### src/rtl/bp_pkg.sv
// Shared branch-predictor types and widths used by the GHR, tables, choice predictor
// and the branch update queue.
package bp_pkg;

  localparam int BP_PC_W  = 32;
  localparam int BP_GHR_W = 12;

  typedef struct packed {
    logic [BP_PC_W-1:0]  pc;
    logic [BP_GHR_W-1:0] ghr;
    logic                taken;
    logic                local_p;
    logic                global_p;
  } bp_entry_t;

endpackage

### src/rtl/bp_stat_counter.sv
// Saturating 32-bit event counter with enable; holds at all-ones once reached.
module bp_stat_counter (
  input  logic        clock,
  input  logic        reset,
  input  logic        en,
  output logic [31:0] count
);

  logic [31:0] count_q, count_d;

  always_comb begin
    count_d = count_q;
    if (en && (count_q != 32'hFFFF_FFFF)) begin
      count_d = count_q + 32'd1;
    end
  end

  always_ff @(posedge clock or posedge reset) begin
    if (reset) begin
      count_q <= 32'd0;
    end else begin
      count_q <= count_d;
    end
  end

  assign count = count_q;

endmodule

### src/rtl/branch_update_queue.sv
// In-order queue of in-flight branch predictions that emits training packets on resolve.
// Optional statistics counters are enabled with BRANCH_UPDATE_QUEUE_STATS_EN.
module branch_update_queue
  import bp_pkg::*;
#(
  parameter int DEPTH = 8,
  parameter int PC_W  = BP_PC_W,
  parameter int GHR_W = BP_GHR_W
) (
  input  logic                       clock,
  input  logic                       reset,
  input  logic                       pred_valid,
  output logic                       pred_ready,
  input  logic [PC_W-1:0]            pred_pc,
  input  logic                       pred_taken,
  input  logic                       pred_local,
  input  logic                       pred_global,
  input  logic [GHR_W-1:0]           pred_ghr,
  input  logic                       resolve_valid,
  input  logic                       resolve_taken,
  input  logic                       flush,
  output logic                       upd_valid,
  output logic [PC_W-1:0]            upd_pc,
  output logic [GHR_W-1:0]           upd_ghr,
  output logic                       upd_taken,
  output logic                       upd_correct,
  output logic                       upd_local_correct,
  output logic                       upd_global_correct,
  output logic                       mispredict,
  output logic [GHR_W-1:0]           restore_ghr,
  output logic [$clog2(DEPTH):0]     occupancy
`ifdef BRANCH_UPDATE_QUEUE_STATS_EN
  ,
  output logic [31:0]                stat_resolved,
  output logic [31:0]                stat_mispredict,
  output logic [31:0]                stat_local_wins
`endif
);

  localparam int AW = $clog2(DEPTH);
  localparam int PW = AW + 1;

  logic [PW-1:0] head_q, head_d, tail_q, tail_d;
  bp_entry_t     mem_q [DEPTH];
  bp_entry_t     head_entry, new_entry;
  logic          empty, full, push, pop, mis;

  logic             upd_valid_q, upd_valid_d;
  logic [PC_W-1:0]  upd_pc_q, upd_pc_d;
  logic [GHR_W-1:0] upd_ghr_q, upd_ghr_d;
  logic             upd_taken_q, upd_taken_d;
  logic             upd_correct_q, upd_correct_d;
  logic             upd_local_correct_q, upd_local_correct_d;
  logic             upd_global_correct_q, upd_global_correct_d;
  logic             mispredict_q, mispredict_d;
  logic [GHR_W-1:0] restore_ghr_q, restore_ghr_d;

  // Pointers carry a wrap bit so full and empty are distinguishable.
  assign empty      = (head_q == tail_q);
  assign full       = (head_q[AW] != tail_q[AW]) && (head_q[AW-1:0] == tail_q[AW-1:0]);
  assign pred_ready = !full;
  assign occupancy  = tail_q - head_q;

  assign push       = pred_valid && !full && !flush;
  assign pop        = resolve_valid && !empty && !flush;
  assign head_entry = mem_q[head_q[AW-1:0]];
  assign mis        = pop && (head_entry.taken != resolve_taken);

  always_comb begin
    new_entry          = '0;
    new_entry.pc       = pred_pc;
    new_entry.ghr      = pred_ghr;
    new_entry.taken    = pred_taken;
    new_entry.local_p  = pred_local;
    new_entry.global_p = pred_global;
  end

  // A mispredict squashes everything younger, including a same-cycle push.
  always_comb begin
    head_d = head_q;
    tail_d = tail_q;
    if (flush) begin
      tail_d = head_q;
    end else begin
      if (pop) begin
        head_d = head_q + PW'(1);
      end
      if (mis) begin
        tail_d = head_q + PW'(1);
      end else if (push) begin
        tail_d = tail_q + PW'(1);
      end
    end
  end

  always_comb begin
    upd_valid_d          = pop;
    mispredict_d         = mis;
    upd_pc_d             = upd_pc_q;
    upd_ghr_d            = upd_ghr_q;
    upd_taken_d          = upd_taken_q;
    upd_correct_d        = upd_correct_q;
    upd_local_correct_d  = upd_local_correct_q;
    upd_global_correct_d = upd_global_correct_q;
    restore_ghr_d        = restore_ghr_q;
    if (pop) begin
      upd_pc_d             = head_entry.pc;
      upd_ghr_d            = head_entry.ghr;
      upd_taken_d          = resolve_taken;
      upd_correct_d        = (head_entry.taken == resolve_taken);
      upd_local_correct_d  = (head_entry.local_p == resolve_taken);
      upd_global_correct_d = (head_entry.global_p == resolve_taken);
      restore_ghr_d        = {head_entry.ghr[GHR_W-2:0], resolve_taken};
    end
  end

  always_ff @(posedge clock or posedge reset) begin
    if (reset) begin
      head_q               <= '0;
      tail_q               <= '0;
      upd_valid_q          <= 1'b0;
      upd_pc_q             <= '0;
      upd_ghr_q            <= '0;
      upd_taken_q          <= 1'b0;
      upd_correct_q        <= 1'b0;
      upd_local_correct_q  <= 1'b0;
      upd_global_correct_q <= 1'b0;
      mispredict_q         <= 1'b0;
      restore_ghr_q        <= '0;
    end else begin
      head_q               <= head_d;
      tail_q               <= tail_d;
      upd_valid_q          <= upd_valid_d;
      upd_pc_q             <= upd_pc_d;
      upd_ghr_q            <= upd_ghr_d;
      upd_taken_q          <= upd_taken_d;
      upd_correct_q        <= upd_correct_d;
      upd_local_correct_q  <= upd_local_correct_d;
      upd_global_correct_q <= upd_global_correct_d;
      mispredict_q         <= mispredict_d;
      restore_ghr_q        <= restore_ghr_d;
    end
  end

  // Entry storage is deliberately left unreset; pointers alone define validity.
  always_ff @(posedge clock) begin
    if (push && !mis) begin
      mem_q[tail_q[AW-1:0]] <= new_entry;
    end
  end

  assign upd_valid          = upd_valid_q;
  assign upd_pc             = upd_pc_q;
  assign upd_ghr            = upd_ghr_q;
  assign upd_taken          = upd_taken_q;
  assign upd_correct        = upd_correct_q;
  assign upd_local_correct  = upd_local_correct_q;
  assign upd_global_correct = upd_global_correct_q;
  assign mispredict         = mispredict_q;
  assign restore_ghr        = restore_ghr_q;

`ifdef BRANCH_UPDATE_QUEUE_STATS_EN
  bp_stat_counter u_stat_resolved (
    .clock (clock),
    .reset (reset),
    .en    (upd_valid_q),
    .count (stat_resolved)
  );

  bp_stat_counter u_stat_mispredict (
    .clock (clock),
    .reset (reset),
    .en    (mispredict_q),
    .count (stat_mispredict)
  );

  bp_stat_counter u_stat_local_wins (
    .clock (clock),
    .reset (reset),
    .en    (upd_valid_q && upd_local_correct_q && !upd_global_correct_q),
    .count (stat_local_wins)
  );
`endif

endmodule

### config.mk
export PLATFORM = sky130hd
export DESIGN_NAME = branch_update_queue
export DESIGN_NICKNAME = d
export VERILOG_FILES = /design/src/rtl/bp_pkg.sv /design/src/rtl/bp_stat_counter.sv /design/src/rtl/branch_update_queue.sv
export SDC_FILE = /design/constraint.sdc
export NUM_CORES = 1
export LEC_CHECK = 0
export CORE_AREA = 3 3 186 188
export DETAILED_ROUTE_END_ITERATION = 12
export DIE_AREA = 0 0 189 191
export PLACE_DENSITY = 0.74
export SETUP_SLACK_MARGIN = 0.05
export SLEW_MARGIN = 20
export SYNTH_ARGS = -nofsm -noshare
export SYNTH_HDL_FRONTEND = slang
export SYNTH_SLANG_ARGS = --single-unit
### constraint.sdc
create_clock -name clock -period 21.2 [get_ports clock]
set_clock_uncertainty 0.15 [all_clocks]
set_input_delay 6.36 -clock clock [delete_from_list [all_inputs] [get_ports clock]]
set_output_delay 6.36 -clock clock [all_outputs]
set_load 0.1 [all_outputs]
==> impl_metrics.toml <==
[timing]
finalHoldViolCount = 0
hold-worst-slack_ns = 0.331
slew_headroom = 0.312
max_freq_mhz = 96.9
rsz0062_at_grt = "false"
worstMarginPinSlew_ns = 1.03
setup_ws_ns = 10.88
min_period_ns = 10.32
setup-tns-final_ns = 0
drv_slew = 0
min_period_over_period = 0.487
setup_violations = 0

[grt]
antenna_found_initial = 1
grt_pass1_vias = 8704
grt_max_degree = 65
grt_pass1_wl_mm = 51.6
grt_usage = 0.186
grt-ovfl-total = 0

[floorplan]
coreArea_um2 = 33300
die_area_um2 = 36100
num_rows = 67
pin_count = 120
initial_utilization = 0.496
die_w_um = 189
die_h_um = 191

[pwr]
peakVddDrop_mv = 0.217
power_density_nw_per_um2 = 160
p_leak_nw = 6.57

[drt]
post_drt_wl_per_cell_um = 22.6
drtIter0Drc = 656
final_antenna_net_count = 0
routed_wl_mm = 33.0
viasPerCell = 5.60
drt_pass1_iterations = 5
drc = 0
vias = 8166

[placed_design]
dp_slack_ns = 11.42
hpwl_mm = 17.6
port_buffers = 119
gp_congestion = 0.758

[yosys]
synth_top_cell_by_area = "edfxtp_1"
syn_inst = 848
yosys_warnings = 0
syn_area_um2 = 16500
synthFlopType = "edfxtp_1"
synth_nets = 907
ys_ff_latch = 434
async_flop_share = 0.134
yosysSeqAreaShare = 0.772
synth_area_leaders = "edfxtp_1 (68%), mux4_2 (13%), dfrtp_1 (8.8%)"
syn_avg_cell_area_um2 = 19.5
synth_edf_count = 376
synth_top_area_frac = 0.684
synth_cell_type_count = 41

[setup_path]
cp.arrival_ns = 3.81
worstSetupPathType = "flop to primary output"
crit_path_end_kind = "primary output"
cp_max_fo = 49
start_kind = "flop"
required_ns = 14.69

[worst_hold_path]
hold_path.class = "flop to flop"

[cts]
root_buffer = "clkbuf_16"
cts_tree = "done"
ctsHoldBuffers = 0
cts_resized = 0
post_cts_buffers = 0
clk_pin_slew_worst_paths_ns = 0.06
cts_buffer_depth = 3
clkSinkCount = 434
cts_max_level = 2
cts-buffers-inserted = 44
clk_latency_ns = 0.54

[final_layout]
nets = 1033
drive_gt1_frac = 0.197
fillers = 2408
syn2layout_area_growth_pct = 19.5

[status]
status = "finished, final reports clean"

[job]
maxCapViolCount = 0
==> worst paths after layout <==
kind	from	depth (start not counted)	to	slack (ns)
worst max-delay path	head_q[2]	7	occupancy[3]	10.88
max in group asynchronous	reset	3	head_q[0]	13.96
worst max register to register	head_q[2]	11	mem_q[6][24]	16.72
min in group asynchronous	reset	3	upd_ghr[3]	6.26
worst min-delay path	upd_local_correct	2	upd_local_correct	0.33
worst min register to register	upd_local_correct	2	upd_local_correct	0.33
==> power by group <==
part | internal, W | switching, W | leakage (nW) | total [W]
sequential | 0.00104 | 0.0000854 | 4.05 | 0.00113
clock | 0.000491 | 0.000319 | 0.761 | 0.000810
combinational | 0.000377 | 0.000850 | 1.76 | 0.00123
total | 0.00191 | 0.00125 | 6.57 | 0.00317
==> sequential cells by signal, summed over array words and instances, names as in the netlist <==
register	count
upd_global_correct	1
mispredict	1
upd_correct	1
upd_local_correct	1
upd_pc	32
mem_q	376
head_q	4
tail_q	4
restore_ghr	1
upd_valid	1
upd_ghr	12
==> cell families (layout without fill, tap and decap cells) <==
family	Yosys count	count (layout)	share of synthesized area
adders and majority gates	6	6	0.00500
muxes	99	99	0.133
and+or+nand+nor	166	166	0.0405
buffers and inverters	68	230	0.0193
xor gates and xnor gates	12	12	0.00637
DFF	434	434	0.772
AOI/OAI and AO/OA	63	63	0.0241
other	0	1	0
==> metal layers <==
metal | GRT usage | vias up | part of all wire | wire length [um]
met1 | 0.262 | 4265 | 0.43 | 14100
met2 | 0.311 | 255 | 0.50 | 16500
met3 | 0.0325 | 50 | 0.055 | 1830
met5 | 0 | - | 0.00039 | 13
li1 | - | 3594 | - | -
met4 | 0.0430 | 2 | 0.017 | 571
==> worst max-delay path: stages (launching register included) <==
cell and delay [ns]:
dfrtp_2 0.38, buf_4 0.32, inv_2 0.10, buf_4 0.59, ha_1 0.40, a21oi_1 0.19
xnor2_1 0.13, clkdlybuf4s50_1 1.14
==> synth_stat cells, types with 2 or more instances <==
cell,number
inv_1,12
buf_1,5
mux2i_1,2
buf_4,12
a31oi_1,44
nand3_1,3
mux4_2,92
edfxtp_1,376
clkbuf_1,30
a21oi_1,3
nor2_1,54
xnor2_1,11
ha_1,5
mux4_1,2
buf_2,7
o21ai_0,6
a211oi_1,2
nor3_1,2
o211a_1,2
nand2_1,98
dfrtp_1,58
a21o_1,2
and3_1,2
==> final cells by class <==
type	instances	area [um2]	share of cell area
sequential	434	12800	0.646
multi-input combinational	346	3500	0.178
timing repair buffer	135	1310	0.0665
clock buffer	54	1200	0.0608
tap	448	561	0.0284
clock inverter	28	347	0.0176
inverter	13	53.8	0.00273
antenna	1	2.50	0.000127
==> metrics by stage <==
stage / cell area (um2) / power [W] / utilization / std cells
floorplan: 16500 / 0.00209 / - / 848
global placement: 18200 / 0.00237 / 0.546 / 1376
detailed placement: 18200 / 0.00239 / 0.546 / 1376
CTS: 19700 / 0.00320 / 0.593 / 1458
global route: 19700 / 0.00330 / 0.593 / 1458
finish: 19700 / 0.00317 / 0.593 / 1459
==> cells in the final DEF, fill, tap and decap left out, types with 2 or more instances in the layout <==
cell / synthesis / layout
dfrtp_1: 58 / 55
o21ai_0: 6 / 6
nand3_1: 3 / 3
nor2_1: 54 / 48
xnor2_1: 11 / 11
ha_1: 5 / 5
mux4_1: 2 / 2
a211oi_1: 2 / 2
bufinv_16: 0 / 7
inv_16: 0 / 2
mux4_2: 92 / 92
a21o_1: 2 / 2
clkinv_2: 0 / 12
o211a_1: 2 / 2
a31oi_1: 44 / 44
nor2_4: 0 / 6
clkbuf_16: 0 / 45
clkinvlp_4: 0 / 2
and3_1: 2 / 2
dfrtp_4: 0 / 2
mux2i_1: 2 / 2
clkinv_1: 0 / 6
clkbuf_1: 30 / 5
a21oi_1: 3 / 3
nand2_1: 98 / 98
edfxtp_1: 376 / 376
clkdlybuf4s50_1: 0 / 119
inv_1: 12 / 9
clkbuf_8: 0 / 4
buf_4: 12 / 16
Power figures use the tool's default switching activity.
